### src/rtl/cache_axi_arbiter.sv
// Arbitrates icache/dcache line refills onto one outstanding bridge read burst and
// carries dcache write-backs on a separate path, holding reads that hit an in-flight write line.
module cache_axi_arbiter #(
    parameter int LINE_OFF = 5
) (
    input  logic        clk,
    input  logic        resetn,
    input  logic        ic_rreq,
    input  logic [31:0] ic_raddr,
    input  logic [7:0]  ic_rlen,
    output logic        ic_rvalid,
    output logic [31:0] ic_rdata,
    output logic        ic_rlast,
    input  logic        dc_rreq,
    input  logic [31:0] dc_raddr,
    input  logic [7:0]  dc_rlen,
    output logic        dc_rvalid,
    output logic [31:0] dc_rdata,
    output logic        dc_rlast,
    input  logic        dc_wreq,
    input  logic [31:0] dc_waddr,
    input  logic [7:0]  dc_wlen,
    input  logic [3:0]  dc_wstrb,
    input  logic [31:0] dc_wdata,
    output logic        dc_wnext,
    output logic        dc_wdone,
    output logic        bus_rreq,
    output logic [31:0] bus_raddr,
    output logic [7:0]  bus_rlen,
    input  logic        bus_rack,
    input  logic        bus_rvalid,
    input  logic [31:0] bus_rdata,
    input  logic        bus_rlast,
    output logic        bus_wreq,
    output logic [31:0] bus_waddr,
    output logic [7:0]  bus_wlen,
    output logic [3:0]  bus_wstrb,
    output logic [31:0] bus_wdata,
    input  logic        bus_wack,
    input  logic        bus_wnext,
    input  logic        bus_bvalid
);

    typedef enum logic [2:0] {R_IDLE, R_IC_ADDR, R_IC_DATA, R_DC_ADDR, R_DC_DATA} rstate_t;
    typedef enum logic [1:0] {W_IDLE, W_ADDR, W_DATA, W_RESP} wstate_t;

    rstate_t     rstate_r;
    wstate_t     wstate_r;
    logic        last_rgrant_r;   // 1'b0: icache was granted last, 1'b1: dcache
    logic [7:0]  rbeat_r;
    logic        len_err_r;
    logic        bus_rreq_r;
    logic [31:0] bus_raddr_r;
    logic [7:0]  bus_rlen_r;
    logic [31:0] waddr_r;
    logic [7:0]  wlen_r;
    logic [3:0]  wstrb_r;
    logic [7:0]  wbeat_r;
    logic        bus_wreq_r;
    logic        dc_wdone_r;

    logic        ic_elig_s;
    logic        dc_elig_s;
    logic        grant_dc_s;
    logic        ic_sel_s;
    logic        dc_sel_s;
    logic        wdat_s;

    function automatic logic same_line(input logic [31:0] a, input logic [31:0] b);
        return a[31:LINE_OFF] == b[31:LINE_OFF];
    endfunction

    assign ic_elig_s  = ic_rreq & ~((wstate_r != W_IDLE) & same_line(ic_raddr, waddr_r));
    assign dc_elig_s  = dc_rreq & ~((wstate_r != W_IDLE) & same_line(dc_raddr, waddr_r));
    assign grant_dc_s = dc_elig_s & (~ic_elig_s | ~last_rgrant_r);

    assign ic_sel_s  = (rstate_r == R_IC_DATA);
    assign dc_sel_s  = (rstate_r == R_DC_DATA);
    assign ic_rvalid = ic_sel_s & bus_rvalid;
    assign ic_rlast  = ic_sel_s & bus_rvalid & bus_rlast;
    assign ic_rdata  = ic_sel_s ? bus_rdata : 32'h0000_0000;
    assign dc_rvalid = dc_sel_s & bus_rvalid;
    assign dc_rlast  = dc_sel_s & bus_rvalid & bus_rlast;
    assign dc_rdata  = dc_sel_s ? bus_rdata : 32'h0000_0000;

    assign wdat_s    = (wstate_r == W_DATA);
    assign dc_wnext  = wdat_s & bus_wnext;
    assign bus_wdata = wdat_s ? dc_wdata : 32'h0000_0000;
    assign dc_wdone  = dc_wdone_r;

    assign bus_rreq  = bus_rreq_r;
    assign bus_raddr = bus_raddr_r;
    assign bus_rlen  = bus_rlen_r;
    assign bus_wreq  = bus_wreq_r;
    assign bus_waddr = waddr_r;
    assign bus_wlen  = wlen_r;
    assign bus_wstrb = wstrb_r;

    // Read FSM: arbitration, address handshake and beat counting
    always_ff @(posedge clk or negedge resetn) begin
        if (!resetn) begin
            rstate_r      <= R_IDLE;
            last_rgrant_r <= 1'b0;
            rbeat_r       <= 8'd0;
            len_err_r     <= 1'b0;
            bus_rreq_r    <= 1'b0;
            bus_raddr_r   <= 32'h0000_0000;
            bus_rlen_r    <= 8'd0;
        end else begin
            case (rstate_r)
                R_IDLE: begin
                    if (ic_elig_s || dc_elig_s) begin
                        bus_rreq_r    <= 1'b1;
                        last_rgrant_r <= grant_dc_s;
                        bus_raddr_r   <= grant_dc_s ? dc_raddr : ic_raddr;
                        bus_rlen_r    <= grant_dc_s ? dc_rlen : ic_rlen;
                        rstate_r      <= grant_dc_s ? R_DC_ADDR : R_IC_ADDR;
                    end
                end
                R_IC_ADDR, R_DC_ADDR: begin
                    if (bus_rack) begin
                        bus_rreq_r <= 1'b0;
                        rbeat_r    <= 8'd0;
                        rstate_r   <= (rstate_r == R_IC_ADDR) ? R_IC_DATA : R_DC_DATA;
                    end
                end
                R_IC_DATA, R_DC_DATA: begin
                    if (bus_rvalid) begin
                        rbeat_r <= rbeat_r + 8'd1;
                        if (bus_rlast) begin
                            // An early or late last beat still closes the burst; only flag it
                            len_err_r <= len_err_r | (rbeat_r != bus_rlen_r);
                            rstate_r  <= R_IDLE;
                        end
                    end
                end
                default: rstate_r <= R_IDLE;
            endcase
        end
    end

    // Write FSM: latch the write-back, count accepted beats, pulse done on response
    always_ff @(posedge clk or negedge resetn) begin
        if (!resetn) begin
            wstate_r   <= W_IDLE;
            waddr_r    <= 32'h0000_0000;
            wlen_r     <= 8'd0;
            wstrb_r    <= 4'h0;
            wbeat_r    <= 8'd0;
            bus_wreq_r <= 1'b0;
            dc_wdone_r <= 1'b0;
        end else begin
            dc_wdone_r <= 1'b0;
            case (wstate_r)
                W_IDLE: begin
                    // dc_wreq is still high during the done pulse; do not restart on it
                    if (dc_wreq && !dc_wdone_r) begin
                        waddr_r    <= dc_waddr;
                        wlen_r     <= dc_wlen;
                        wstrb_r    <= dc_wstrb;
                        bus_wreq_r <= 1'b1;
                        wstate_r   <= W_ADDR;
                    end
                end
                W_ADDR: begin
                    if (bus_wack) begin
                        bus_wreq_r <= 1'b0;
                        wbeat_r    <= 8'd0;
                        wstate_r   <= W_DATA;
                    end
                end
                W_DATA: begin
                    if (bus_wnext) begin
                        wbeat_r <= wbeat_r + 8'd1;
                        if (wbeat_r == wlen_r) begin
                            wstate_r <= W_RESP;
                        end
                    end
                end
                W_RESP: begin
                    if (bus_bvalid) begin
                        dc_wdone_r <= 1'b1;
                        wstate_r   <= W_IDLE;
                    end
                end
                default: wstate_r <= W_IDLE;
            endcase
        end
    end

endmodule

### config.mk
export PLATFORM = sky130hd
export DESIGN_NAME = cache_axi_arbiter
export DESIGN_NICKNAME = d
export VERILOG_FILES = /design/src/rtl/cache_axi_arbiter.sv
export SDC_FILE = /design/constraint.sdc
export NUM_CORES = 1
export LEC_CHECK = 0
export ABC_AREA = 1
export BUFFER_PORTS_ARGS = -buffer_cell sky130_fd_sc_hd__buf_2
export CAP_MARGIN = 20
export CORE_MARGIN = 8
export CORE_UTILIZATION = 30
export DETAILED_ROUTE_END_ITERATION = 12
export SLEW_MARGIN = 20
export SYNTH_ARGS = -nofsm -noshare
export SYNTH_HDL_FRONTEND = slang
export SYNTH_SLANG_ARGS = --single-unit
### constraint.sdc
create_clock -name clk -period 3.95 [get_ports clk]
set_input_delay 0.79 -clock clk [delete_from_list [all_inputs] [get_ports clk]]
set_output_delay 0.79 -clock clk [all_outputs]
set_load 0.005 [all_outputs]
==> key figures <==
Clock tree
  – Post_cts resized: 0
  – H-tree Lvls: 3
  – CTS Sinks: around 100
  – CTS Root Cell: clkbuf_16
  – Setup repair bufs after CTS: 0
  – Hold-fix buffers, CTS: 0
  – CTS tree: yes
  – Clk slew on worst S/H paths: ~0.090 ns
  – Clock tree buffer depth: 2
  – Clk_lat worst skew: between 0.3 and 0.4 ns
  – CTS buffer count: 9

Yosys
  – #FFs+latches synth: 101
  – Top cell type's share of synthesized area: between 30% and 40%
  – Unique masters post-synth: 32
  – Yosys top cell by area: dfrtp_1
  – Mapped Area: a little under 7000 sq um
  – Most frequent cell after synthesis: nand2_1
  – Yosys warning total: 0
  – Sequential area share after synthesis: 37.5%
  – Commonest cells in the netlist: nand2_1 (369), inv_1 (205), nor2_1 (150)
  – Synthesized area per cell: around 6.3 sq um
  – Dominant cells by area after synthesis: dfrtp_1 (38%), nand2_1 (21%), inv_1 (11%), nor2_1 (8.4%), nand3_1 (6.9%)
  – Syn_nets: about 1,300
  – Synthesized instance count: 1,077
  – Fraction of registers with async set/reset: between 90% and 100%
  – Post-synth EDFFs: 0
  – Ys flop type: dfrtp_1

STA
  – Fin Setup TNS: 0 ns
  – Final setup viols: 0
  – Tmin final: between 2 and 3 ns
  – RSZ-0062 raised after global routing: false
  – Measured slew at the worst slew-check pin: roughly 0.76 ns
  – Tcrit/Tclk final: between 70% and 80%
  – Hold slack: ~0.48 ns
  – Skew final: approximately 0.016 ns
  – Rel. slew slack: 49.2%
  – Hold Vio Cnt, Final: 0
  – Max Clk Rate: between 0.3 and 0.4 GHz
  – Slew Viols, Final: 0
  – Post-route setup slack: around 1 ns

Detailed routing
  – Vias: between 7,000 and 8,000
  – Via density: roughly 4.4
  – DRC Markers: 0
  – Total Wirelength: around 28 mm
  – Pre-antenna DRT Iters: 6
  – WL/cell: between 15 and 20 um
  – Routed Antenna Nets: 0
  – Starting DRT DRC Count: 619

Status
  – Outcome: complete, no violations

Layout
  – Area Overhead vs Synth: 37.4%
  – Final Non-Filler Cells: 1,740
  – Area occupied by multi-input gates: roughly 3200 sq um
  – Layout net count: 1,650
  – Post-Route Utilization: about two fifths
  – FF+latch area: between 2000 and 3000 sq um
  – Fraction of layout cells with a size suffix above 1: approximately 30%
  – Layout fillers: approximately 2,400

Worst setup path
  – Crit path DAT: between 3 and 4 ns
  – Buf+Inv Stages, Crit Path: 3
  – CP max-delay cell: nand3_2
  – Crit path top cell by count: nand2_1
  – CP cell instances: inv_1, ha_1, a21oi_1, nand2_1, nor2_1, nand3_1, inv_1, nand2_1, nand3_2, nand2_1, buf_4, nand2_1, nand3_1, nand2_1
  – Delay-heaviest family, CP: simple AND/OR/NAND/NOR gates
  – CP max stage delay: between 0.5 and 0.6 ns
  – Setup CP Type: reg -> reg
  – CP Launch Type: register
  – Worst Path Required: roughly 4.2 ns
  – CP Capture Type: register
  – Worst Path Max Fanout: 29

Power and ir drop
  – Pwr/cell area: roughly 630 nW/um^2
  – Pleak: 6.04 nW
  – Worst VDD drop: between 0.0003 and 0.0004 V

Place
  – Placed instance count: ~1,700
  – HPWL after DPL: around 23 mm
  – GPL Wtd Cong: 0.876
  – IO Port Bufs: 386
  – Post-place setup slack: between 0.9 and 1 ns

Die
  – Die Width: approximately 170 um
  – IO Count: 387
  – Die area: ~27,000 sq um
  – Die Height: about 170 um
  – Core ar.: 22,400 sq um
  – Cell Rows: 55
  – Initial core utilization: a little under a third

Job
  – MaxCap Viol Count: 0

GRT
  – First-pass GRT wire length: 44.0 mm
  – GRT Total Usage: 20.2%
  – Initial antenna violation count: 7
  – GRT Residual Overflow: 0
  – Pin count of the biggest net entering global routing: between 50 and 60
  – Vias in the first global route: 7,569

Worst hold path
  – Hold crit path type: in -> async
cells by family after synthesis:
logic type | share of synthesized area (%)
AND/OR/NAND/NOR | 37.6
XOR/XNOR | 1.56
buffers and inverters | 15.1
AO/OA/AOI/OAI | 4.94
flip-flops | 37.5
adder cells (fa/ha/maj) | 0.929
multiplexers | 2.34
path summary, 6_finish.rpt:
check                                           from                         to  slack (ns)  depth (start not counted)
min in group clk           bus_raddr[15]$_DFFE_PN0P_  bus_raddr[15]$_DFFE_PN0P_        0.48                          2
setup reg to reg             wstate_r[0]$_DFFE_PN0P_  bus_raddr[19]$_DFFE_PN0P_        1.01                         14
hold / removal                                resetn     wbeat_r[2]$_DFFE_PN0P_        0.48                          1
setup / recovery             wstate_r[0]$_DFFE_PN0P_  bus_raddr[19]$_DFFE_PN0P_        1.01                         14
hold reg to reg            bus_raddr[15]$_DFFE_PN0P_  bus_raddr[15]$_DFFE_PN0P_        0.48                          2
max in group asynchronous                     resetn  bus_waddr[19]$_DFFE_PN0P_        2.61                          2
area by class of cell:
type | count | area share [%]
Clock buffer | 9 | 2.43
Timing Repair Buffer | 396 | 21.7
Sequential cell | 101 | 27.3
Inverter | 215 | 8.75
Tap cell | 285 | 3.85
Multi-Input combinational cell | 723 | 34.7
Antenna cell | 4 | 0.108
Clock inverter | 7 | 1.12
power breakdown:
group          internal [W]  switching, W  total (W)
sequential          0.00151      0.000385    0.00189
combinational       0.00117       0.00182    0.00299
clock              0.000468      0.000508   0.000976
total               0.00314       0.00272    0.00586
layer usage:
metal | wire length, um | vias to the layer above | global-route usage, %
met5 | 34 | - | 0
met4 | 318 | 6 | 4.78
met3 | 2160 | 24 | 5.68
met2 | 14000 | 263 | 34.9
met1 | 12000 | 3489 | 24.4
li1 | - | 3945 | -
stage by stage:
| stage | total power (W) | area [sq um] |
|---|---|---|
| final | 0.00586 | 9250 |
| after global routing | 0.00638 | 9250 |
| after CTS | 0.00594 | 9230 |
| after detailed placement | 0.00493 | 8900 |
| after global placement | 0.00489 | 8900 |
| after floorplan | 0.00356 | 6730 |
layout by cell type, fill, tap and decap left out, types with 2 or more instances in the layout:
| cell | n |
|---|---|
| inv_8 | 2 |
| xnor2_1 | 10 |
| o21ai_0 | 8 |
| nand4_1 | 7 |
| nand3_1 | 93 |
| dfrtp_1 | 101 |
| buf_2 | 385 |
| mux2_2 | 14 |
| inv_1 | 205 |
| o211ai_1 | 2 |
| nor3_1 | 3 |
| xor2_1 | 2 |
| inv_2 | 8 |
| o21ai_1 | 4 |
| clkinv_8 | 4 |
| ha_1 | 4 |
| buf_4 | 11 |
| clkbuf_16 | 9 |
| a21oi_1 | 43 |
| o21bai_1 | 2 |
| or2_2 | 2 |
| nor2_1 | 150 |
| diode_2 | 4 |
| and2_1 | 3 |
| nand2_1 | 367 |
state kept, by name (all words and copies together) (netlist names):
register,cells
wbeat_r,8
bus_waddr,32
bus_raddr,32
dc_wdone,1
bus_wstrb,4
bus_wreq,1
bus_wlen,8
wstate_r,2
bus_rreq,1
bus_rlen,8
last_rgrant_r,1
rstate_r,3
No activity file was read; power rests on OpenSTA's default activity.
